`config.mk`:
```
export PLATFORM = sky130hd
export DESIGN_NAME = pipe_ctrl
export DESIGN_NICKNAME = d
export VERILOG_FILES = /design/src/rtl/pipe_ctrl.sv
export SDC_FILE = /design/constraint.sdc
export NUM_CORES = 1
export LEC_CHECK = 0
export ABC_AREA = 1
export CAP_MARGIN = 20
export CORE_MARGIN = 5
export CORE_UTILIZATION = 35
export DETAILED_ROUTE_END_ITERATION = 6
export PLACE_DENSITY_LB_ADDON = 0.05
export SETUP_SLACK_MARGIN = 0.1
export SYNTH_ARGS = -nofsm -noshare
export SYNTH_HDL_FRONTEND = slang
export SYNTH_SLANG_ARGS = --single-unit
export TNS_END_PERCENT = 5
```
`constraint.sdc`:
```
create_clock -name clk -period 1.7 [get_ports clk]
set_input_delay 0.34 -clock clk [delete_from_list [all_inputs] [get_ports clk]]
set_output_delay 0.34 -clock clk [all_outputs]
set_load 0.02 [all_outputs]
```
`src/rtl/pipe_ctrl.sv`:
```
// Pipeline control for the 5-stage F/D/E/M/W ARM datapath.
// Carries decoder controls D->E->M->W, evaluates condition codes in E,
// owns the NZCV flags register, and produces the load-use stall,
// the taken-branch flush and the E-stage operand forward selects.
module pipe_ctrl #(
  parameter int unsigned   AW     = 4,
  parameter logic [AW-1:0] PC_REG = 4'hF
) (
  input  logic          clk,
  input  logic          reset,
  input  logic          RegWriteD,
  input  logic          MemWriteD,
  input  logic          MemtoRegD,
  input  logic          ALUSrcD,
  input  logic [1:0]    ALUControlD,
  input  logic [1:0]    FlagWriteD,
  input  logic          BranchD,
  input  logic [3:0]    CondD,
  input  logic [AW-1:0] RA1D,
  input  logic [AW-1:0] RA2D,
  input  logic [AW-1:0] WA3D,
  input  logic [3:0]    ALUFlagsE,
  output logic          ALUSrcE,
  output logic [1:0]    ALUControlE,
  output logic          BranchTakenE,
  output logic [1:0]    ForwardAE,
  output logic [1:0]    ForwardBE,
  output logic          MemWriteM,
  output logic          MemtoRegW,
  output logic          RegWriteW,
  output logic [AW-1:0] WA3W,
  output logic          StallF,
  output logic          StallD,
  output logic          FlushD
);

  typedef enum logic [3:0] {
    COND_EQ = 4'h0, COND_NE = 4'h1, COND_CS = 4'h2, COND_CC = 4'h3,
    COND_MI = 4'h4, COND_PL = 4'h5, COND_VS = 4'h6, COND_VC = 4'h7,
    COND_HI = 4'h8, COND_LS = 4'h9, COND_GE = 4'hA, COND_LT = 4'hB,
    COND_GT = 4'hC, COND_LE = 4'hD, COND_AL = 4'hE, COND_NV = 4'hF
  } cond_e;

  typedef struct packed {
    logic          reg_write;
    logic          mem_write;
    logic          mem_to_reg;
    logic          alu_src;
    logic [1:0]    alu_control;
    logic [1:0]    flag_write;
    logic          branch;
    logic [3:0]    cond;
    logic [AW-1:0] ra1;
    logic [AW-1:0] ra2;
    logic [AW-1:0] wa3;
  } de_t;

  typedef struct packed {
    logic          reg_write;
    logic          mem_write;
    logic          mem_to_reg;
    logic [AW-1:0] wa3;
  } em_t;

  typedef struct packed {
    logic          reg_write;
    logic          mem_to_reg;
    logic [AW-1:0] wa3;
  } mw_t;

  de_t        de_d, de_q;
  em_t        em_d, em_q;
  mw_t        mw_d, mw_q;
  logic [3:0] flags_d, flags_q;

  logic       flag_n, flag_z, flag_c, flag_v;
  logic       cond_ex_e;
  logic       branch_taken_e;
  logic       ldr_stall;
  logic       flush_e;
  logic [1:0] fwd_a_e, fwd_b_e;

  // M has priority over W; the PC register is never forwarded.
  function automatic logic [1:0] fwd_sel(
    input logic [AW-1:0] ra,
    input logic          rw_m,
    input logic [AW-1:0] wa_m,
    input logic          rw_w,
    input logic [AW-1:0] wa_w
  );
    logic [1:0] sel;
    sel = 2'b00;
    if (ra != PC_REG) begin
      if (rw_m && (wa_m == ra))      sel = 2'b10;
      else if (rw_w && (wa_w == ra)) sel = 2'b01;
    end
    return sel;
  endfunction

  // Condition check of the E instruction against the committed flags
  always_comb begin
    {flag_n, flag_z, flag_c, flag_v} = flags_q;
    cond_ex_e = 1'b0;
    case (cond_e'(de_q.cond))
      COND_EQ: cond_ex_e = flag_z;
      COND_NE: cond_ex_e = ~flag_z;
      COND_CS: cond_ex_e = flag_c;
      COND_CC: cond_ex_e = ~flag_c;
      COND_MI: cond_ex_e = flag_n;
      COND_PL: cond_ex_e = ~flag_n;
      COND_VS: cond_ex_e = flag_v;
      COND_VC: cond_ex_e = ~flag_v;
      COND_HI: cond_ex_e = flag_c & ~flag_z;
      COND_LS: cond_ex_e = ~flag_c | flag_z;
      COND_GE: cond_ex_e = (flag_n == flag_v);
      COND_LT: cond_ex_e = (flag_n != flag_v);
      COND_GT: cond_ex_e = ~flag_z & (flag_n == flag_v);
      COND_LE: cond_ex_e = flag_z | (flag_n != flag_v);
      COND_AL: cond_ex_e = 1'b1;
      default: cond_ex_e = 1'b0;
    endcase
  end

  // Hazard detection: load-use stall, branch flush, forward selects
  always_comb begin
    branch_taken_e = de_q.branch & cond_ex_e;
    ldr_stall      = de_q.mem_to_reg & de_q.reg_write &
                     ((RA1D == de_q.wa3) | (RA2D == de_q.wa3));
    flush_e        = ldr_stall | branch_taken_e;
    fwd_a_e        = fwd_sel(de_q.ra1, em_q.reg_write, em_q.wa3, mw_q.reg_write, mw_q.wa3);
    fwd_b_e        = fwd_sel(de_q.ra2, em_q.reg_write, em_q.wa3, mw_q.reg_write, mw_q.wa3);
  end

  // Next-state for the stage registers and the flags
  always_comb begin
    de_d = '{reg_write:   RegWriteD,
             mem_write:   MemWriteD,
             mem_to_reg:  MemtoRegD,
             alu_src:     ALUSrcD,
             alu_control: ALUControlD,
             flag_write:  FlagWriteD,
             branch:      BranchD,
             cond:        CondD,
             ra1:         RA1D,
             ra2:         RA2D,
             wa3:         WA3D};
    if (flush_e) de_d = '0;

    em_d = '{reg_write:  de_q.reg_write & cond_ex_e,
             mem_write:  de_q.mem_write & cond_ex_e,
             mem_to_reg: de_q.mem_to_reg,
             wa3:        de_q.wa3};

    mw_d = '{reg_write:  em_q.reg_write,
             mem_to_reg: em_q.mem_to_reg,
             wa3:        em_q.wa3};

    flags_d = flags_q;
    if (cond_ex_e) begin
      if (de_q.flag_write[1]) flags_d[3:2] = ALUFlagsE[3:2];
      if (de_q.flag_write[0]) flags_d[1:0] = ALUFlagsE[1:0];
    end
  end

  // Stage registers and flags, synchronous reset
  always_ff @(posedge clk) begin
    if (reset) begin
      de_q    <= '0;
      em_q    <= '0;
      mw_q    <= '0;
      flags_q <= '0;
    end else begin
      de_q    <= de_d;
      em_q    <= em_d;
      mw_q    <= mw_d;
      flags_q <= flags_d;
    end
  end

  // Outputs, held at zero while reset is asserted
  always_comb begin
    ALUSrcE      = 1'b0;
    ALUControlE  = '0;
    BranchTakenE = 1'b0;
    ForwardAE    = '0;
    ForwardBE    = '0;
    MemWriteM    = 1'b0;
    MemtoRegW    = 1'b0;
    RegWriteW    = 1'b0;
    WA3W         = '0;
    StallF       = 1'b0;
    StallD       = 1'b0;
    FlushD       = 1'b0;
    if (!reset) begin
      ALUSrcE      = de_q.alu_src;
      ALUControlE  = de_q.alu_control;
      BranchTakenE = branch_taken_e;
      ForwardAE    = fwd_a_e;
      ForwardBE    = fwd_b_e;
      MemWriteM    = em_q.mem_write;
      MemtoRegW    = mw_q.mem_to_reg;
      RegWriteW    = mw_q.reg_write;
      WA3W         = mw_q.wa3;
      StallF       = ldr_stall;
      StallD       = ldr_stall;
      FlushD       = branch_taken_e;
    end
  end

endmodule

```
=== After elaboration in Yosys (flattened, before gate mapping) ===
Cells that the tools add are included.

* Bits in registers: 42
* Latch bits: 0
* RAM bits: 0
* Memory bits (read-only): 0
* Input bits: 31
* Output and inout bits: 18
* Logic and storage cells: 84
* Memories kept: 0

* Add/sub/neg operators: 0
* Multipliers: 0
* Div/mod/pow operators: 0
* Order comparisons: 0
* Equal/unequal tests: 24
* Shift-type cells: 0
* Multiplexer cells: 17
* Bitwise logic cells: 15
* Reduce and logical (&&, ||, !) cells: 8

{| class="wikitable"
|+ Operators with widths
! cell !! number
|-
| 4-bit == test (second input constant) || 7
|-
| 4-bit == test || 6
|-
| 4-bit by 3-bit == test with 1-bit output (second input constant) || 4
|-
| 1-bit one-hot mux with 15 select lines || 1
|-
| 2-bit two-way mux || 7
|-
| 4-bit by 2-bit == test with 1-bit output (second input constant) || 2
|-
| 1-bit two-way mux || 8
|-
| 4-bit != test (second input constant) || 2
|-
| 1-bit AND || 7
|-
| 4-bit by 1-bit == test with 1-bit output (second input constant) || 1
|-
| 1-bit logical AND || 4
|-
| 4-bit logical NOT || 1
|-
| 4-bit two-way mux || 1
|-
| 1-bit NOT || 4
|-
| 1-bit bitwise OR || 4
|-
| 2-bit AND reduction || 2
|-
| 2-bit OR reduction || 1
|-
| 1-bit == test || 1
|-
| 1-bit != test || 1
|}

=== Longest topological paths before layout ===
Gate-level depths: netlist (run 1).

* Depth in word-level cells: 6
* Depth in mapped cells: 12
* Mapped depth without buffers: 11

=== Worst setup path before layout (run 1) ===
OpenSTA, ideal clock, no wires.

* Kind: register to output
* Start: register de_q[15] (netlist name)
* End: output FlushD
* Arrival time: 1.521 ns
* Required time: 1.360 ns
* Path slack: -0.161 ns
* Cell stages (with the launch flop): 10
* Cell sequence: dfxtp_1 -> nand2_1 -> a21oi_2 -> nand2_1 -> nand2_1 -> nand2_2 -> nand3_4 -> nand2_4 -> nor2_1 -> buf_4

* Longest elaborated chain between the ends: 4
* Elaborated cells on any way between the ends: 18
* Those cells by class: eq/ne: 14; mux: 2; bitwise: 1; reduce/logical: 1

{| class="wikitable"
|+ Ends and longest elaborated chain
! item !! RTL line !! text
|-
| from (decl) || 71 || <nowiki>de_t de_d, de_q;</nowiki>
|-
| from (signal assigned) || 168 || <nowiki>de_q <= '0;</nowiki>
|-
| from (signal assigned) || 173 || <nowiki>de_q <= de_d;</nowiki>
|-
| 4-bit == test (tied with other cells) || 104 || <nowiki>case (cond_e'(de_q.cond))</nowiki>
|-
| 1-bit one-hot mux with 15 select lines * || 104 ||
|-
| 1-bit AND * || 126 || <nowiki>branch_taken_e = de_q.branch & cond_ex_e;</nowiki>
|-
| 1-bit two-way mux * || - ||
|-
| to (decl) || 34 || <nowiki>output logic FlushD</nowiki>
|}

Mark *: on every way between the ends. The rest lies on a longest branch, timed or not.

=== Worst setup path in the final report (run 1) ===
* Start: register de_q[14] (netlist name)
* End: output BranchTakenE

* Longest elaborated chain between the ends: 4
* Elaborated cells on any way between the ends: 18
* Those cells by class: eq/ne: 14; mux: 2; bitwise: 1; reduce/logical: 1

{| class="wikitable"
|+ Ends and longest elaborated chain
! item !! RTL line !! text
|-
| 4-bit == test (tied with other cells) || 104 ||
|-
| 1-bit one-hot mux with 15 select lines * || 104 ||
|-
| 1-bit AND * || 126 ||
|-
| 1-bit two-way mux * || 194 || <nowiki>if (!reset) begin</nowiki>
|-
| to (decl) || 25 || <nowiki>output logic BranchTakenE,</nowiki>
|}

Marks and branches as above.

==> results of run 1 <==
-- metrics by stage --
| stage | utilization [%] | cells | hold WS, ns |
|---|---|---|---|
| after detailed placement | 50.0 | 412 | 0.399 |
| after global routing | 54.6 | 424 | 0.339 |
| after global placement | 50.0 | 412 | 0.391 |
| after floorplan | - | 270 | 0.388 |
| after CTS | 54.6 | 424 | 0.409 |
| final | 54.6 | 424 | 0.332 |
-- cells by family (layout without fill, tap and decap cells) --
group,after synthesis,in the layout
AO/OA/AOI/OAI,22,22
XOR/XNOR,12,12
buffers and inverters,74,156
flip-flops,42,42
AND/OR/NAND/NOR,120,120
-- flip-flops by register name, summed over array words and instances (netlist names) --
| name | flops |
|---|---|
| em_q | 7 |
| de_q | 25 |
| flags_q | 4 |
| mw_q | 6 |
-- timing repair --
action | 4_1_cts | 5_1_grt
gates cloned | 0 | 0
buffers inserted | 4 | 0
pin swaps | 23 | 12
setup endpoints to repair | 43 | 43
resized for setup | 114 | 30
-- metal layers --
layer / vias to the layer above / wire length, microns / track usage [%]
met3: 5 / 277 / 4.85
met5: - / 0 / 0
met1: 772 / 2080 / 16.6
met4: 0 / 60 / 3.88
li1: 975 / - / -
met2: 46 / 1980 / 20.3
-- power groups by stage --
stage | Sequential (uW) | Clock [uW] | Combinational (uW)
floorplan | 1110 | 0 | 263
global placement | 1120 | 0 | 463
detailed placement | 1120 | 0 | 465
CTS | 1110 | 761 | 501
global route | 1120 | 808 | 561
finish | 1110 | 728 | 504
-- worst max-delay path, stage by stage (launching register included) --
cell and delay, ns:
dfxtp_4 0.37, nor2_2 0.13, nand2_1 0.11, a21oi_4 0.19
nor2_4 0.06, nand3_4 0.09, nand2_4 0.06, nor2_4 0.10
buf_6 0.13
-- cells in the final DEF (no fill, tap or decap), types with 3 or more instances in the layout --
cell	instances
inv_1	60
nor2_1	31
buf_4	30
nand2_1	27
dfxtp_1	27
nor2_2	22
clkdlybuf4s50_1	21
nand3_1	15
dfxtp_2	13
nor2_4	9
buf_2	9
a21oi_1	8
clkbuf_8	8
dlygate4sd2_1	8
buf_6	8
inv_2	6
xnor2_1	6
o22ai_1	5
nand4_1	4
a221oi_2	3
xor2_1	3
xnor2_2	3
nand3_2	3
buf_12	3
-- area by class of cell --
cell class / instances / area, sq um
clock buffer: 8 / 110
fill: 552 / 2500
inverter: 67 / 254
multi-input combinational: 154 / 971
sequential: 42 / 865
tap: 72 / 90.1
timing repair buffer: 81 / 718
-- worst max-delay path by stage --
stage	endpoint	slack [ns]	cells past startpoint
after global placement	StallF	-0.82	7
after detailed placement	StallD	-0.84	7
after CTS	BranchTakenE	-0.17	9
after global routing	BranchTakenE	-0.26	11
after floorplan	FlushD	0.09	11
final	BranchTakenE	-0.15	8
==> metrics, run 1 <==
status=finished, violations left; failing checks=negative setup slack; Worst Setup Path Type=reg -> out; H-tree Lvls=2; Overflow after GRT=0; Post-Place Worst Slack=-0.836 ns; post-DR wirelength/cell=10.4 microns; Final Skew=0.00528 ns; worst r2r src=de_q[14]; Hold Buf Count CTS=0; Static Leak=0.00145 uW; Yosys Warn Count=0; compound-cell area share of the yosys netlist=6.79%; CTS Buf Count=5; clock root cell=clkbuf_8; first-pass iteration count of the detailed router=5; Layout area overhead=52.5%; n_diodes=0; WL final=4.40 mm; Cells after Synth=270; switching share of total power=26.5%; setup_tns=-0.560 ns; Worst setup SP type=flip-flop; synthesized area=0.00197 sq mm; largest family of logic cells by synthesized area=simple AND/OR/NAND/NOR gates; pin count of the biggest net entering global routing=14; HP Class=in -> reg; placed cell area=0.00275 sq mm; top_reg_cell synth=dfxtp_1; cells on worst reg2reg path=11; Sequential Power Share=47.5%; core area=0.00551 sq mm; clock sink count=42; reg2reg setup slack=0.08 ns; peak fanout along the critical path=4; Seq cells post-synth=42; first-pass GRT wire length=7.60 mm; Final #Nets=382; Synth Area per Inst=7.30 sq um; RR Endpoint=de_q[3]; simple-gate share of the synthesized area=29.8%; Max VDD drop=0.000489 V; mux contribution to synthesized area=0%; f_max=540 MHz; row count=27; min-delay src=RA2D[1]; Switch Pwr=621 uW; Yosys top cell by area=dfxtp_1; Max-Cap Viols=0; crit path DAT=1.51 ns; layout cells sized above 1=36.9%; CTS max path bufs=2; I/O pins=49; Worst-Margin Slew=0.221 ns; CTS tree=done; P_int=1720 uW; RePlAce Congestion=0.792; clock-pin transition on the worst setup and hold timing paths=0.07 ns; Area contributors post-synth=dfxtp_1, inv_1, nor2_1, nor2_2, nand2_1; Netlist cell types=27; Starting Density=35.8%; Post-Synth XOR/XNOR Area=5.33%; PwrDens=779 mW/mm^2; Critical Path Start=de_q[14]; total die area=0.00724 sq mm; # DRC=0; sequential element share of the synthesized area=42.6%; Post-synth ARST share=0%; Clk Latency, worst-skew pair=0.29 ns; Comb pwr share=21.5%; final non-filler cell area=0.00301 sq mm; initial antenna violation count=0; number of global-route vias before repair=1754; endpoint required time on the critical path=1.36 ns; Total Power=2340 uW; Post-synth top cells=inv_1, dfxtp_1, nor2_1; overall routing resource usage=13.0%; fin crit period=1.85 ns; part of the power in the clock network=31.1%; Port Buf Inserts=48; vias per std cell=4.24; Slew Limit Fails=0; period utilisation layout=109%; Worst setup EP type=output port; routed vias=1798; area share of the largest cell type after synthesis=42.6%; Final WS setup=-0.151 ns; post-DP HPWL=3.37 mm; Setup violations, final=8; Chip Height=85.1 microns; post-route ant nets=0; Hold Path Depth=3; RSZ-0062 raised after global routing=true; adder-cell area share of the yosys netlist=0%; most frequent cell after synthesis=inv_1; starting DRC count in detailed routing=79; chip width=85.1 microns; EDFF count, synth=0; syn_nets=301; Worst Hold End=de_q[5]; Hold Fails Final Rpt=0; Slew HR=85.1%
Note: power is estimated with default switching activity, not from simulation.
==> inputs of run 2 (changes only) <==
Settings changed: CTS_CLUSTER_DIAMETER set to 40, GPL_TIMING_DRIVEN set to 0, SETUP_SLACK_MARGIN 0.1 to 0.02.
==> run 2 against run 1 <==
Against the previous run:
- the flow still finishes with violations (negative setup slack)
- register-to-register slack improved by 0.02 ns
- via count decreased by 4.4%
- die area is the same
- clock-buffer cell count fell by 2
- cell count is 4.5% lower
- sequential share of layout area grew 3.0 points
- combinational power is 14% lower
- hold slack gained 0.071 ns
- global-route usage fell by 0.26 points
- critical path depth rose by 2
- critical path type unchanged
- highest routed layer unchanged
==> metrics, run 2 (same netlist as run 1, synthesis figures left out) <==
pin count of the biggest net entering global routing=14 (unchanged); Setup violations, final=8 (unchanged); commonest non-fill, non-tap cells in the layout=inv_1, nor2_1, dfxtp_1, nand2_1, nor2_2 (was inv_1, nor2_1, buf_4, nand2_1, dfxtp_1); WL final=4.36 mm (was 4.40 mm); first-pass GRT wire length=7.40 mm (was 7.60 mm); clock sink count=42 (unchanged); Most flops, register=de_q (unchanged); max FFs per register=25 (unchanged); CTS tree=done (unchanged); Fillers=573 (was 552); Max-Cap Viols=0 (unchanged); RSZ-0062 raised after global routing=true (unchanged); clock-pin transition on the worst setup and hold timing paths=0.08 ns (was 0.07 ns); Layout area overhead=38.4% (was 52.5%); Chip Height=85.1 microns (unchanged); # DRC=0 (unchanged); chip width=85.1 microns (unchanged); Post-Layout Cell Count=405 (was 424); Total Power=2210 uW (was 2340 uW); Slew Limit Fails=0 (unchanged); Worst-Margin Slew=0.279 ns (was 0.221 ns); HP Class=reg -> reg (was in -> reg); post-DR wirelength/cell=10.8 microns (was 10.4 microns); reg2reg setup slack=0.10 ns (was 0.08 ns); core area=0.00551 sq mm (unchanged); total die area=0.00724 sq mm (unchanged); Clk Latency, worst-skew pair=0.29 ns (about the same); n_diodes=0 (unchanged); vias per std cell=4.24 (about the same); PwrDens=808 mW/mm^2 (was 779 mW/mm^2); Worst setup SP type=flip-flop (unchanged); initial antenna violation count=0 (unchanged); CTS max path bufs=2 (unchanged); Slew HR=81.4% (was 85.1%); H-tree Lvls=2 (unchanged); first-pass iteration count of the detailed router=4 (was 5); number of global-route vias before repair=1709 (was 1754); Final Skew=0.00750 ns (was 0.00528 ns); f_max=513 MHz (was 540 MHz); Final #Nets=363 (was 382); post-route ant nets=0 (unchanged); endpoint required time on the critical path=1.36 ns (about the same); overall routing resource usage=12.7% (was 13.0%); Worst Setup Path Type=reg -> out (unchanged); setup_tns=-1.02 ns (was -0.560 ns); failing checks=negative setup slack (unchanged); period utilisation layout=115% (was 109%); CTS Buf Count=5 (unchanged); peak fanout along the critical path=6 (was 4); row count=27 (unchanged); post-DP HPWL=3.33 mm (was 3.37 mm); Static Leak=0.00130 uW (was 0.00145 uW); hold slack=0.403 ns (was 0.332 ns); Max VDD drop=0.000400 V (was 0.000489 V); routed vias=1718 (was 1798); most common cell after layout, fill and taps aside=inv_1 (unchanged); Final WS setup=-0.248 ns (was -0.151 ns); status=finished, violations left (unchanged); Hold Fails Final Rpt=0 (unchanged); starting DRC count in detailed routing=41 (was 79); DP Cell Count=390 (was 412); fin crit period=1.95 ns (was 1.85 ns); I/O pins=49 (unchanged); crit path DAT=1.61 ns (was 1.51 ns); clock root cell=clkbuf_8 (unchanged); layout cells sized above 1=29.7% (was 36.9%); Largest regs=de_q (25), em_q (7), mw_q (6) (unchanged); Overflow after GRT=0 (unchanged); Starting Density=35.8% (unchanged); Port Buf Inserts=48 (unchanged); Worst setup EP type=output port (unchanged); RePlAce Congestion=0.848 (was 0.792)
==> run 2: path summary, 6_finish.rpt <==
kind | start | to | cells after the start
setup / recovery | de_q[15] | FlushD | 10
hold / removal | em_q[4] | mw_q[4] | 2
hold reg to reg | em_q[4] | mw_q[4] | 2
setup reg to reg | de_q[15] | de_q[13] | 11
==> run 2: per-layer routing <==
layer	part of all wire, %	GRT usage [%]	vias up
met4	1.9	6.33	0
met5	0	0	-
li1	-	-	933
met3	5.5	2.91	8
met2	45	19.7	39
met1	47	16.5	738
==> run 2: stage by stage <==
step | area, sq um | utilization, % | setup WS, ns
final | 2730 | 49.6 | -0.248
after global placement | 2550 | 46.3 | -1.01
after floorplan | 1980 | - | -0.0246
after detailed placement | 2550 | 46.3 | -1.01
after CTS | 2730 | 49.5 | -0.276
after global routing | 2730 | 49.6 | -0.386
==> run 2: timing repair <==
item / CTS / global route
pin swaps: 15 / 7
resized for setup: 103 / 16
endpoints found under the setup margin: 38 / 38
hold buffers: 0 / 0
hold endpoints to repair: 0 / 0
buffers inserted: 5 / 2
==> run 2: area by class of cell <==
cell class              instances  area (sq um)  share of cell area (%)
multi-input cells             154           881                    32.3
flip-flops and latches         42           866                    31.7
repair buffers                 55           467                    17.1
inverters                      67           256                    9.40
well taps                      72          90.1                    3.30
clock buffers                   6          82.6                    3.03
plain buffers                   7          73.8                    2.71
clock inverters                 2          12.5                   0.459
==> run 2: report_power, final <==
part	switching (uW)	leakage, uW	internal [uW]
Sequential	60.1	0.000352	1050
Clock	333	0.0000472	326
Combinational	224	0.000900	211
Total	618	0.00130	1590
==> run 2: critical path, cell delays in order, from the launching register on <==
cell,delay [ns]
dfxtp_4,0.38
nand2_1,0.11
inv_1,0.06
nand2_1,0.06
nand3_1,0.08
nor2_2,0.16
nand3_4,0.11
nand2_4,0.08
nor2_4,0.04
buf_6,0.11
buf_6,0.12
==> inputs of run 3 (changes only) <==
Settings changed: TNS_END_PERCENT 5 to 30.
==> run 3 against run 2 <==
Against the previous run:
- the flow still finishes with violations (negative setup slack)
- cell count rose by 1.5%
- die area stayed put
- largest power group unchanged
- utilization grew 3.0 points
- critical endpoint unchanged
- total power rose by 1.1%
- maximum frequency is 0.74% higher
- global-route usage rose by 0.26 points
==> metrics, run 3 (same netlist as run 1, synthesis figures left out) <==
period utilisation layout=114% (was 115%); Max VDD drop=0.000402 V (was 0.000400 V); overall routing resource usage=13.0% (was 12.7%); Final Skew=0.00826 ns (was 0.00750 ns); Most flops, register=de_q (unchanged); Port Buf Inserts=48 (unchanged); Final WS setup=-0.234 ns (was -0.248 ns); PwrDens=770 mW/mm^2 (was 808 mW/mm^2); clock-pin transition on the worst setup and hold timing paths=0.08 ns (about the same); Hold Buf Count CTS=0 (unchanged); Total Power=2230 uW (was 2210 uW); HP Class=in -> reg (was reg -> reg); clock root cell=clkbuf_8 (unchanged); # DRC=0 (unchanged); f_max=517 MHz (was 513 MHz); slowest cell delay on critical path=0.32 ns (was 0.38 ns); Hold Fails Final Rpt=0 (unchanged); Layout area overhead=46.8% (was 38.4%); Critical Path Slowest Stage Cell=dfxtp_2 (was dfxtp_4); Largest regs=de_q (25), em_q (7), mw_q (6) (unchanged); CP endpoint=FlushD (unchanged); Worst Path Buf+Inv=3 (unchanged); commonest non-fill, non-tap cells in the layout=inv_1, nor2_1, nand2_1, nor2_2, dfxtp_1 (was inv_1, nor2_1, dfxtp_1, nand2_1, nor2_2); CTS tree=done (unchanged); reg2reg setup slack=0.11 ns (was 0.10 ns); Max-Cap Viols=0 (unchanged); H-tree Lvls=2 (unchanged); endpoint required time on the critical path=1.36 ns (about the same); Fillers=539 (was 573); crit path DAT=1.59 ns (was 1.61 ns); I/O pins=49 (unchanged); setup_tns=-0.733 ns (was -1.02 ns); first-pass GRT wire length=7.54 mm (was 7.40 mm); routed vias=1761 (was 1718); starting DRC count in detailed routing=41 (unchanged); Worst setup SP type=flip-flop (unchanged); Worst setup EP type=output port (unchanged); failing checks=negative setup slack (unchanged); delay-heaviest family, CP=simple AND/OR/NAND/NOR gates (unchanged); Static Leak=0.00136 uW (was 0.00130 uW); first-pass iteration count of the detailed router=3 (was 4); peak fanout along the critical path=8 (was 6); max FFs per register=25 (unchanged); n_diodes=0 (unchanged); Starting Density=35.8% (unchanged); CP most frequent cell=buf_6; Chip Height=85.1 microns (unchanged); row count=27 (unchanged); total die area=0.00724 sq mm (unchanged); Overflow after GRT=0 (unchanged); vias per std cell=4.28 (was 4.24); clock sink count=42 (unchanged); chip width=85.1 microns (unchanged); Setup violations, final=7 (was 8); fin crit period=1.93 ns (was 1.95 ns); CTS Buf Count=5 (unchanged); post-DR wirelength/cell=11.0 microns (was 10.8 microns); RR Endpoint=de_q[13] (unchanged); layout cells sized above 1=35.4% (was 29.7%); worst r2r src=de_q[12] (was de_q[15]); Final #Nets=369 (was 363); Slew HR=81.7% (was 81.4%); number of global-route vias before repair=1750 (was 1709); Worst-Margin Slew=0.272 ns (was 0.279 ns); initial antenna violation count=0 (unchanged); Critical Path Start=de_q[12] (was de_q[15]); cells on worst reg2reg path=12 (was 11); Slew Limit Fails=0 (unchanged); WL final=4.52 mm (was 4.36 mm); CTS max path bufs=2 (unchanged); post-route ant nets=0 (unchanged); post-DP HPWL=3.33 mm (unchanged); Worst Setup Path Type=reg -> out (unchanged); RSZ-0062 raised after global routing=true (unchanged); Crit path depth=11 (was 10); RePlAce Congestion=0.848 (unchanged); Clk Latency, worst-skew pair=0.29 ns (about the same); status=finished, violations left (unchanged); final core utilization=52.6% (was 49.6%); pin count of the biggest net entering global routing=14 (unchanged); most common cell after layout, fill and taps aside=inv_1 (unchanged); CP Cell Sequence=buf_6 -> nand3_2 -> nand2_1 -> nand2_1 -> nand3_1 -> nor2_2 -> nand3_4 -> nand2_4 -> nor2_4 -> buf_6 -> buf_6 (was nand2_1 -> inv_1 -> nand2_1 -> nand3_1 -> nor2_2 -> nand3_4 -> nand2_4 -> nor2_4 -> buf_6 -> buf_6); core area=0.00551 sq mm (unchanged)
[run 3: cell count changes in the layout (fill, tap and decap cells not counted), sizes merged]
cell / previous run / this run
clkdlybuf4s50: 22 / 21
clkbuf: 14 / 9
dlygate4sd2: 12 / 17
clkdlybuf4s15: 0 / 1
buf: 20 / 26
[run 3: per-layer routing]
layer / share of wire (%) / vias to the layer above / wire [microns] / GRT usage [%]
met5: 0 / - / 0 / 0
met4: 1.9 / 0 / 85 / 6.04
met3: 5.2 / 9 / 233 / 3.11
met2: 47 / 38 / 2120 / 20.6
met1: 46 / 766 / 2070 / 16.5
li1: - / 948 / - / -
[run 3: what timing repair did]
action	CTS	global route
setup buffers	8	5
pin swaps	20	17
setup endpoints to repair	38	37
gates resized for setup	113	30
[run 3: worst min path at each step]
stage | start | to | slack, ns | cells after the start
2_1_floorplan | em_q[4] | mw_q[4] | 0.39 | 2
3_3_place_gp | em_q[4] | mw_q[4] | 0.41 | 2
3_5_place_dp | em_q[4] | mw_q[4] | 0.40 | 2
4_1_cts | em_q[4] | mw_q[4] | 0.41 | 2
5_1_grt | reset | mw_q[0] | 0.33 | 2
6_report | reset | mw_q[0] | 0.33 | 2
[run 3: report_power, final]
group	total [uW]	leakage, uW	switching [uW]	internal [uW]
Sequential	1110	0.000355	64.6	1050
Clock	653	0.0000472	327	326
Combinational	462	0.000960	236	226
Total	2230	0.00136	628	1600
[run 3: final cells by class]
cell class	instances	area, sq um	share of cell area [%]
clock buffers	6	82.6	2.85
multi-input cells	154	948	32.8
flip-flops and latches	42	881	30.4
repair buffers	61	548	18.9
clock inverters	2	12.5	0.432
inverters	67	259	8.95
plain buffers	7	73.8	2.55
well taps	72	90.1	3.11
[run 3: metrics by stage]
| stage | setup slack [ns] | cells | hold slack, ns | cell area (sq um) |
|---|---|---|---|---|
| after floorplan | -0.0246 | 270 | 0.388 | 1980 |
| after global placement | -1.01 | 390 | 0.405 | 2550 |
| after detailed placement | -1.01 | 390 | 0.401 | 2550 |
| after CTS | -0.274 | 406 | 0.407 | 2780 |
| after global routing | -0.366 | 411 | 0.325 | 2900 |
| final | -0.234 | 411 | 0.327 | 2900 |
